## config.mk

```make
export PLATFORM = sky130hd
export DESIGN_NAME = fetch_queue_flat
export DESIGN_NICKNAME = d
export VERILOG_FILES = /design/src/rtl/fetch_queue_if.sv /design/src/rtl/fetch_queue.sv /design/src/flat_wrapper.sv
export SDC_FILE = /design/constraint.sdc
export NUM_CORES = 1
export LEC_CHECK = 0
export BUFFER_PORTS_ARGS = -buffer_cell sky130_fd_sc_hd__buf_2
export CAP_MARGIN = 15
export CORE_MARGIN = 3
export CORE_UTILIZATION = 59
export CTS_CLUSTER_SIZE = 8
export DETAILED_ROUTE_END_ITERATION = 10
export PLACE_DENSITY = 0.83
export RECOVER_POWER = 50
export SLEW_MARGIN = 10
export SYNTH_ARGS = -nofsm -noshare
export SYNTH_HDL_FRONTEND = slang
export SYNTH_SLANG_ARGS = --single-unit
```

## constraint.sdc

```tcl
create_clock -name CLK -period 4.7 [get_ports CLK]
set_clock_uncertainty 0.15 [all_clocks]
set_input_delay 0.47 -clock CLK [delete_from_list [all_inputs] [get_ports CLK]]
set_output_delay 0.47 -clock CLK [all_outputs]
set_load 0.005 [all_outputs]
```

## src/rtl/fetch_queue_if.sv

```systemverilog
// Handshake bundle between program ROM, fetch queue and decode.
// The slave modport is the queue; the master modport is the ROM/decode side.
interface fetch_queue_if #(
    parameter int DATA_W = 8,
    parameter int ADDR_W = 12,
    parameter int DEPTH  = 4
);
    localparam int LVL_W = $clog2(DEPTH) + 1;

    logic [DATA_W-1:0] Data;
    logic              DataValid;
    logic              Ready;
    logic [DATA_W-1:0] Q;
    logic              QValid;
    logic              Take;
    logic              FLUSH;
    logic [ADDR_W-1:0] FLUSH_ADDR;
    logic [ADDR_W-1:0] FETCH_ADDR;
    logic [LVL_W-1:0]  LEVEL;

    modport master (
        output Data, DataValid, Take, FLUSH, FLUSH_ADDR,
        input  Ready, Q, QValid, FETCH_ADDR, LEVEL
    );

    modport slave (
        input  Data, DataValid, Take, FLUSH, FLUSH_ADDR,
        output Ready, Q, QValid, FETCH_ADDR, LEVEL
    );
endinterface

```

## src/rtl/fetch_queue.sv

```systemverilog
// DEPTH-entry instruction fetch FIFO with ROM address counter and branch flush.
// Optional zero-latency empty-queue bypass: define FETCH_QUEUE_BYPASS_EN.
module fetch_queue #(
    parameter int DATA_W = 8,
    parameter int ADDR_W = 12,
    parameter int DEPTH  = 4
) (
    input  logic         CLK,
    input  logic         RESET_N,
    input  logic         ENABLE,
    fetch_queue_if.slave fq
);
    localparam int IDX_W = $clog2(DEPTH);
    localparam int PTR_W = IDX_W + 1;
    localparam logic [PTR_W-1:0]  PTR_ONE  = {{(PTR_W-1){1'b0}}, 1'b1};
    localparam logic [ADDR_W-1:0] ADDR_ONE = {{(ADDR_W-1){1'b0}}, 1'b1};

    logic [PTR_W-1:0]  wptr_q, wptr_d;
    logic [PTR_W-1:0]  rptr_q, rptr_d;
    logic [ADDR_W-1:0] addr_q, addr_d;
    logic [DATA_W-1:0] mem_q [DEPTH];
    logic [DATA_W-1:0] mem_d [DEPTH];

    logic              full_s;
    logic              empty_s;
    logic              ready_s;
    logic              push_s;
    logic              bypass_s;
    logic              consume_s;
    logic              write_s;
    logic              pop_s;
    logic              qvalid_s;
    logic [DATA_W-1:0] byp_data_s;
    logic [DATA_W-1:0] q_s;

    // Handshake decode: occupancy flags, accept/consume strobes and head byte.
    always_comb begin
        full_s  = (wptr_q[PTR_W-1] != rptr_q[PTR_W-1]) &&
                  (wptr_q[IDX_W-1:0] == rptr_q[IDX_W-1:0]);
        empty_s = (wptr_q == rptr_q);
        // Full blocks Ready even if decode pops now: no Take->Ready path.
        ready_s = RESET_N & ENABLE & ~full_s & ~fq.FLUSH;
        push_s  = fq.DataValid & ready_s;
`ifdef FETCH_QUEUE_BYPASS_EN
        bypass_s   = empty_s & push_s;
        byp_data_s = fq.Data;
`else
        bypass_s   = 1'b0;
        byp_data_s = {DATA_W{1'b0}};
`endif
        qvalid_s  = RESET_N & (~empty_s | bypass_s);
        consume_s = bypass_s & fq.Take & ENABLE;
        write_s   = push_s & ~consume_s;
        pop_s     = qvalid_s & fq.Take & ENABLE & ~fq.FLUSH & ~bypass_s;
        if (!qvalid_s) begin
            q_s = {DATA_W{1'b0}};
        end else if (empty_s) begin
            q_s = byp_data_s;
        end else begin
            q_s = mem_q[rptr_q[IDX_W-1:0]];
        end
    end

    // Next-state: flush reloads the address and empties the queue, dropping any push/pop.
    always_comb begin
        if (fq.FLUSH) begin
            wptr_d = {PTR_W{1'b0}};
            rptr_d = {PTR_W{1'b0}};
            addr_d = fq.FLUSH_ADDR;
        end else begin
            wptr_d = write_s ? (wptr_q + PTR_ONE) : wptr_q;
            rptr_d = pop_s ? (rptr_q + PTR_ONE) : rptr_q;
            addr_d = push_s ? (addr_q + ADDR_ONE) : addr_q;
        end
        for (int i = 0; i < DEPTH; i++) begin
            mem_d[i] = (write_s && !fq.FLUSH && (wptr_q[IDX_W-1:0] == IDX_W'(i))) ?
                       fq.Data : mem_q[i];
        end
    end

    // State registers with synchronous active-low reset.
    always_ff @(posedge CLK) begin
        if (!RESET_N) begin
            wptr_q <= {PTR_W{1'b0}};
            rptr_q <= {PTR_W{1'b0}};
            addr_q <= {ADDR_W{1'b0}};
            for (int i = 0; i < DEPTH; i++) begin
                mem_q[i] <= {DATA_W{1'b0}};
            end
        end else begin
            wptr_q <= wptr_d;
            rptr_q <= rptr_d;
            addr_q <= addr_d;
            mem_q  <= mem_d;
        end
    end

    assign fq.Ready      = ready_s;
    assign fq.QValid     = qvalid_s;
    assign fq.Q          = q_s;
    assign fq.FETCH_ADDR = addr_q;
    assign fq.LEVEL      = wptr_q - rptr_q;
endmodule
```

## src/flat_wrapper.sv

```systemverilog
// flat-port wrapper written by rule: the top's interface ports become plain ports
module fetch_queue_flat 
#(
    parameter int DATA_W = 8,
    parameter int ADDR_W = 12,
    parameter int DEPTH  = 4
)
  (CLK, RESET_N, ENABLE, fq_Data, fq_DataValid, fq_Take, fq_FLUSH, fq_FLUSH_ADDR, fq_Ready, fq_Q, fq_QValid, fq_FETCH_ADDR, fq_LEVEL);
  fetch_queue_if #(.DATA_W(DATA_W), .ADDR_W(ADDR_W), .DEPTH(DEPTH)) fq_i ();
  input  logic CLK;
  input  logic RESET_N;
  input  logic ENABLE;
  input wire logic [$bits(fq_i.Data)-1:0] fq_Data;
  input wire logic [$bits(fq_i.DataValid)-1:0] fq_DataValid;
  input wire logic [$bits(fq_i.Take)-1:0] fq_Take;
  input wire logic [$bits(fq_i.FLUSH)-1:0] fq_FLUSH;
  input wire logic [$bits(fq_i.FLUSH_ADDR)-1:0] fq_FLUSH_ADDR;
  output wire logic [$bits(fq_i.Ready)-1:0] fq_Ready;
  output wire logic [$bits(fq_i.Q)-1:0] fq_Q;
  output wire logic [$bits(fq_i.QValid)-1:0] fq_QValid;
  output wire logic [$bits(fq_i.FETCH_ADDR)-1:0] fq_FETCH_ADDR;
  output wire logic [$bits(fq_i.LEVEL)-1:0] fq_LEVEL;
  assign fq_i.Data = fq_Data;
  assign fq_i.DataValid = fq_DataValid;
  assign fq_i.Take = fq_Take;
  assign fq_i.FLUSH = fq_FLUSH;
  assign fq_i.FLUSH_ADDR = fq_FLUSH_ADDR;
  assign fq_Ready = fq_i.Ready;
  assign fq_Q = fq_i.Q;
  assign fq_QValid = fq_i.QValid;
  assign fq_FETCH_ADDR = fq_i.FETCH_ADDR;
  assign fq_LEVEL = fq_i.LEVEL;
  fetch_queue #(.DATA_W(DATA_W), .ADDR_W(ADDR_W), .DEPTH(DEPTH)) u_core (.CLK(CLK), .RESET_N(RESET_N), .ENABLE(ENABLE), .fq(fq_i));
endmodule
```

# Word-level counts from Yosys, hierarchy flattened
# Index checks and enable logic that the tools add are counted.
[word_totals] reg_bits=50 word_cells=48
[classes] addsub=4 n_lt_le_gt_ge=1 eq_ne=6 n_mux=7 n_bitwise=13 reduce_logical=10
[op_table] cell="8-bit 2-to-1 mux" n=4
[op_table] cell="12-bit 2-to-1 mux" n=2
[op_table] cell="8-bit binary-select mux with 2-bit select" n=1
[op_table] cell="12-bit by 1-bit adder with 12-bit output, second input constant" n=1
[op_table] cell="1-bit bitwise AND" n=8
[op_table] cell="3-bit by 1-bit adder with 3-bit output, second input constant" n=2
[op_table] cell="1-bit logical AND" n=6
[op_table] cell="2-bit equality test, second input constant" n=2
[op_table] cell="1-bit NOT" n=4
[op_table] cell="3-bit equality test" n=1
[op_table] cell="3-bit >= comparator, second input constant" n=1
[op_table] cell="2-bit NOT with 3-bit output" n=1
[op_table] cell="3-bit subtractor" n=1
[op_table] cell="2-bit by 1-bit equality test with 1-bit output, second input constant" n=1
[op_table] cell="2-bit equality test" n=1
[op_table] cell="2-bit logical NOT" n=1
[op_table] cell="2-bit nonzero test" n=1
[op_table] cell="2-bit OR reduction" n=1
[op_table] cell="1-bit logical NOT" n=1
[op_table] cell="1-bit != test" n=1

# Depth between registers and ports, before layout
[logic_depth] ltp_word=8 depth_mapped=9

# Worst setup path before layout
# OpenSTA, ideal clock, no wires.
[synth_timing] path_kind="flip-flop to output port" start="reg u_core.rptr_q[1]" end="out fq_Q[0]" t_arrival_ps=1845 t_required_ps=4080 path_slack_ps=2235 stages_incl_launch_ff=7 path_buffers=1 path_cell_list="dfxtp_1 -> clkbuf_1 -> inv_1 -> ha_1 -> nand2_1 -> o21ai_1 -> nor2b_1"
[synth_via] elab_chain_len=6 elab_cells_between_ends=9 classes_between="1 x eq/ne; 5 x mux; 3 x bitwise"
[synth_rtl] item="start: declaration" line="fetch_queue.sv:19" rtl="logic [PTR_W-1:0] rptr_q, rptr_d;"
[synth_rtl] item="start signal: assignment" line="fetch_queue.sv:85" rtl="rptr_q <= {PTR_W{1'b0}};"
[synth_rtl] item="start signal: assignment" line="fetch_queue.sv:92" rtl="rptr_q <= rptr_d;"
[synth_rtl] item="2-bit NOT with 3-bit output (implied by the code)" line="fetch_queue.sv:60" rtl="q_s = mem_q[rptr_q[IDX_W-1:0]];"
[synth_rtl] item="8-bit binary-select mux with 2-bit select" line="fetch_queue.sv:60"
[synth_rtl] item="8-bit 2-to-1 mux (implied by the code) (2 in a row)" line="fetch_queue.sv:60"
[synth_rtl] item="8-bit 2-to-1 mux" line="fetch_queue.sv:57" rtl="end else if (empty_s) begin"
[synth_rtl] item="8-bit 2-to-1 mux (*)" line="fetch_queue.sv:55" rtl="if (!qvalid_s) begin"
[synth_rtl] item="end: declaration" line="flat_wrapper.sv:19" rtl="output wire logic [$bits(fq_i.Q)-1:0] fq_Q;"
# Every way passes the cells marked *; elsewhere a longest branch is shown, timed or not. The select of a mux whose other input is x is not followed.

# Worst setup path after layout
[layout_timing] start="reg u_core.rptr_q[1]" end="out fq_Q[1]"
# Same word-level chain as after synthesis.

==> impl_metrics.json <==
{
  "outcome": "finished clean",
  "die_w_um": 73.43,
  "grt_pass1_vias": 2335,
  "hold_class": "in -> reg",
  "irDropWorstVdd_v": 0.0001746,
  "startpoint": "u_core.rptr_q[1]",
  "finalSetupTns_ns": 0,
  "power_w": 0.0008118,
  "cp_max_fo": 11,
  "placed_cell_area_um2": 2893,
  "seq_area_frac_synth_pct": 37.31,
  "critPathCaptureType": "output port",
  "synth-edff-count": 0,
  "setup_ws_ns": 1.394,
  "r2r_cells": 7,
  "synth_flop_cell": "dfxtp_1",
  "ys_async_sr_fraction_pct": 0,
  "final_antenna_net_count": 0,
  "synth_seq_cells": 50,
  "reg2reg_from": "u_core.rptr_q[1]",
  "worst_slew_pin_slew_ns": 1.141,
  "antenna_found_initial": 0,
  "final_hold_viol_count": 0,
  "drt-total-wl_um": 6314,
  "synth_area_um2": 2683,
  "min_period_ns": 3.306,
  "cts_hold_buf": 0,
  "syn_area_per_cell_um2": 8.853,
  "layout-drive-gt1-share_pct": 19.30,
  "synth.net_count": 338,
  "cts_resized": 0,
  "cts_buffers": 5,
  "grt_overflow": 0,
  "cts_tree": "yes",
  "wl_per_cell_um": 16.11,
  "place_ws_ns": 1.645,
  "avgViaCountPerCell": 6.031,
  "synth_cells": 303,
  "maxSlewViolCount": 0,
  "num_antenna_cells": 0,
  "worstPathRequired_ns": 4.08,
  "rows": 23,
  "worstReg2RegEnd": "u_core.mem_q[22]",
  "holdPathStages": 3,
  "yosys_warnings": 0,
  "drc_errors": 0,
  "grt_pass1_wl_um": 10630,
  "initial_core_util_pct": 63.85,
  "die_h_um": 73.43,
  "drv_cap": 0,
  "pwr_density_cell_nw_per_um2": 271.8,
  "finalSetupViolCount": 0,
  "cp-endpoint": "fq_Q[1]",
  "die_area_um2": 5392,
  "nets": 376,
  "post_cts_buffers": 0,
  "drt-initial-drc-count": 296,
  "worstPathArrival_ns": 2.69,
  "place.gp.congestion": 0.7596,
  "clkSinkCount": 50,
  "critPathLaunchType": "flip-flop",
  "criticalPathCategory": "reg -> out",
  "finalCritPeriodShare_pct": 70.34,
  "fmax_ghz": 0.3025,
  "core-area_um2": 4202,
  "clk_path_buf_depth": 2,
  "r2r_setup_slack_ns": 1.58,
  "stdcell_area_um2": 2987,
  "cts_max_level": 2,
  "clock_latency_ns": 0.31,
  "yosysUniqueCellTypes": 44,
  "grt_start_max_net_pins": 40,
  "pin_count": 51,
  "fin_util_pct": 71.08,
  "leakagePower_nw": 1.102,
  "first_pass_iters": 5,
  "syn_to_final_growth_pct": 11.33,
  "clk_pin_slew_worst_paths_ns": 0.09,
  "dpl.hpwl_um": 4293,
  "max-slew-margin-rel_pct": 23.11,
  "io_buffers": 50,
  "grt_setup_unrepaired": "no",
  "grtUsageTotal_pct": 25.26,
  "vias": 2364,
  "cts-root-buf": "clkbuf_8"
}
-- Yosys cell counts (3+ instances only) --
| master | count | area [um^2] |
|---|---|---|
| nand2_1 | 58 | 217.7 |
| dfxtp_1 | 50 | 1001 |
| nand3_1 | 36 | 180.2 |
| a21boi_1 | 14 | 105.1 |
| a21oi_1 | 14 | 70.07 |
| clkbuf_1 | 12 | 45.04 |
| inv_1 | 11 | 41.29 |
| ha_1 | 8 | 100.1 |
| mux2i_1 | 8 | 80.08 |
| mux4_2 | 8 | 180.2 |
| nor2b_1 | 8 | 50.05 |
| o22ai_1 | 8 | 50.05 |
| a21boi_0 | 6 | 45.04 |
| nor2_1 | 6 | 22.52 |
| o31a_1 | 6 | 52.55 |
| and3_1 | 5 | 31.28 |
| buf_6 | 4 | 45.04 |
| o211ai_1 | 4 | 30.03 |
| xnor2_1 | 4 | 35.03 |
| and4_1 | 3 | 26.28 |
-- sequential cells by signal, summed over array words and instances (netlist names) --
name                  cells
u_core.rptr_q             3
u_core.wptr_q             3
u_core.fq.FETCH_ADDR     12
u_core.mem_q             32
-- cells in the final DEF (no fill, tap or decap), types with 2 or more instances in the layout --
master and count:
clkbuf_8 5, nor2b_1 8, nor2_1 6, nand3_1 36, nand4_1 2, and3_1 5, o22ai_1 8, a32oi_1 2
mux2i_1 8, o211ai_1 5, xor2_1 2, a21oi_1 14, o21ai_0 3, clkbuf_1 7, dfxtp_1 50, and4_1 3
mux2_2 2, a21boi_0 10, a21boi_1 10, ha_1 8, mux4_2 8, inv_1 11, xnor2_1 4, buf_2 44
o31a_1 6, nand2_1 58
-- worst max-delay path: stages (launching register included) --
cell     delay (ns)
dfxtp_1        0.74
inv_1          0.18
ha_1           0.34
nand2_1        0.14
o21ai_1        0.68
nor2b_1        0.13
buf_2          0.17
-- cell type report --
cell class | instances | area, um^2
inverter | 11 | 41.29
clock buffer | 6 | 72.57
sequential | 50 | 1001
clock inverter | 2 | 37.54
tap | 50 | 62.56
fill | 353 | 1215
timing repair buffer | 51 | 250.2
multi-input combinational | 222 | 1521
-- per-layer routing --
metal | track usage, % | part of all wire, % | vias up | wire, um
li1 | - | - | 1148 | -
met1 | 34.02 | 44 | 1117 | 2791
met2 | 41.71 | 49 | 95 | 3065
met3 | 5.335 | 6.8 | 4 | 429
met4 | 5.835 | 0.43 | 0 | 27
met5 | 0 | 0 | - | 0
-- through the flow --
stage / instances / hold slack [ns]
2_1_floorplan: 303 / 0.2819
3_3_place_gp: 384 / 0.2890
3_5_place_dp: 384 / 0.2961
4_1_cts: 392 / 0.2708
5_1_grt: 392 / 0.2904
6_report: 392 / 0.2778
-- report_power, final --
group | total (W) | switching (W) | internal, W | leakage (nW)
Clock | 0.000303 | 0.000144 | 0.000159 | 0.0514
Sequential | 0.000441 | 0.00000999 | 0.000431 | 0.405
Combinational | 0.0000675 | 0.0000371 | 0.0000304 | 0.645
-- worst min-delay path by stage --
stage / start / endpoint / slack [ns]
6_report: fq_FLUSH_ADDR[11] / u_core.fq.FETCH_ADDR[11] / 0.28
5_1_grt: fq_FLUSH_ADDR[11] / u_core.fq.FETCH_ADDR[11] / 0.29
4_1_cts: fq_FLUSH_ADDR[11] / u_core.fq.FETCH_ADDR[11] / 0.27
3_5_place_dp: u_core.mem_q[5] / u_core.mem_q[5] / 0.30
3_3_place_gp: u_core.mem_q[14] / u_core.mem_q[14] / 0.29
2_1_floorplan: u_core.mem_q[8] / u_core.mem_q[8] / 0.28
-- logic make-up (layout without fill, tap and decap cells) --
logic type | count (synthesis) | after routing | share of synthesized area (%)
AOI/OAI and AO/OA | 66 | 66 | 17.82
buffers and inverters | 31 | 70 | 5.643
DFF | 50 | 50 | 37.31
adders and majority gates | 9 | 9 | 4.478
and+or+nand+nor | 121 | 121 | 21.08
muxes | 19 | 19 | 11.10
xor gates and xnor gates | 7 | 7 | 2.565
No activity file was read; power rests on OpenSTA's default activity.
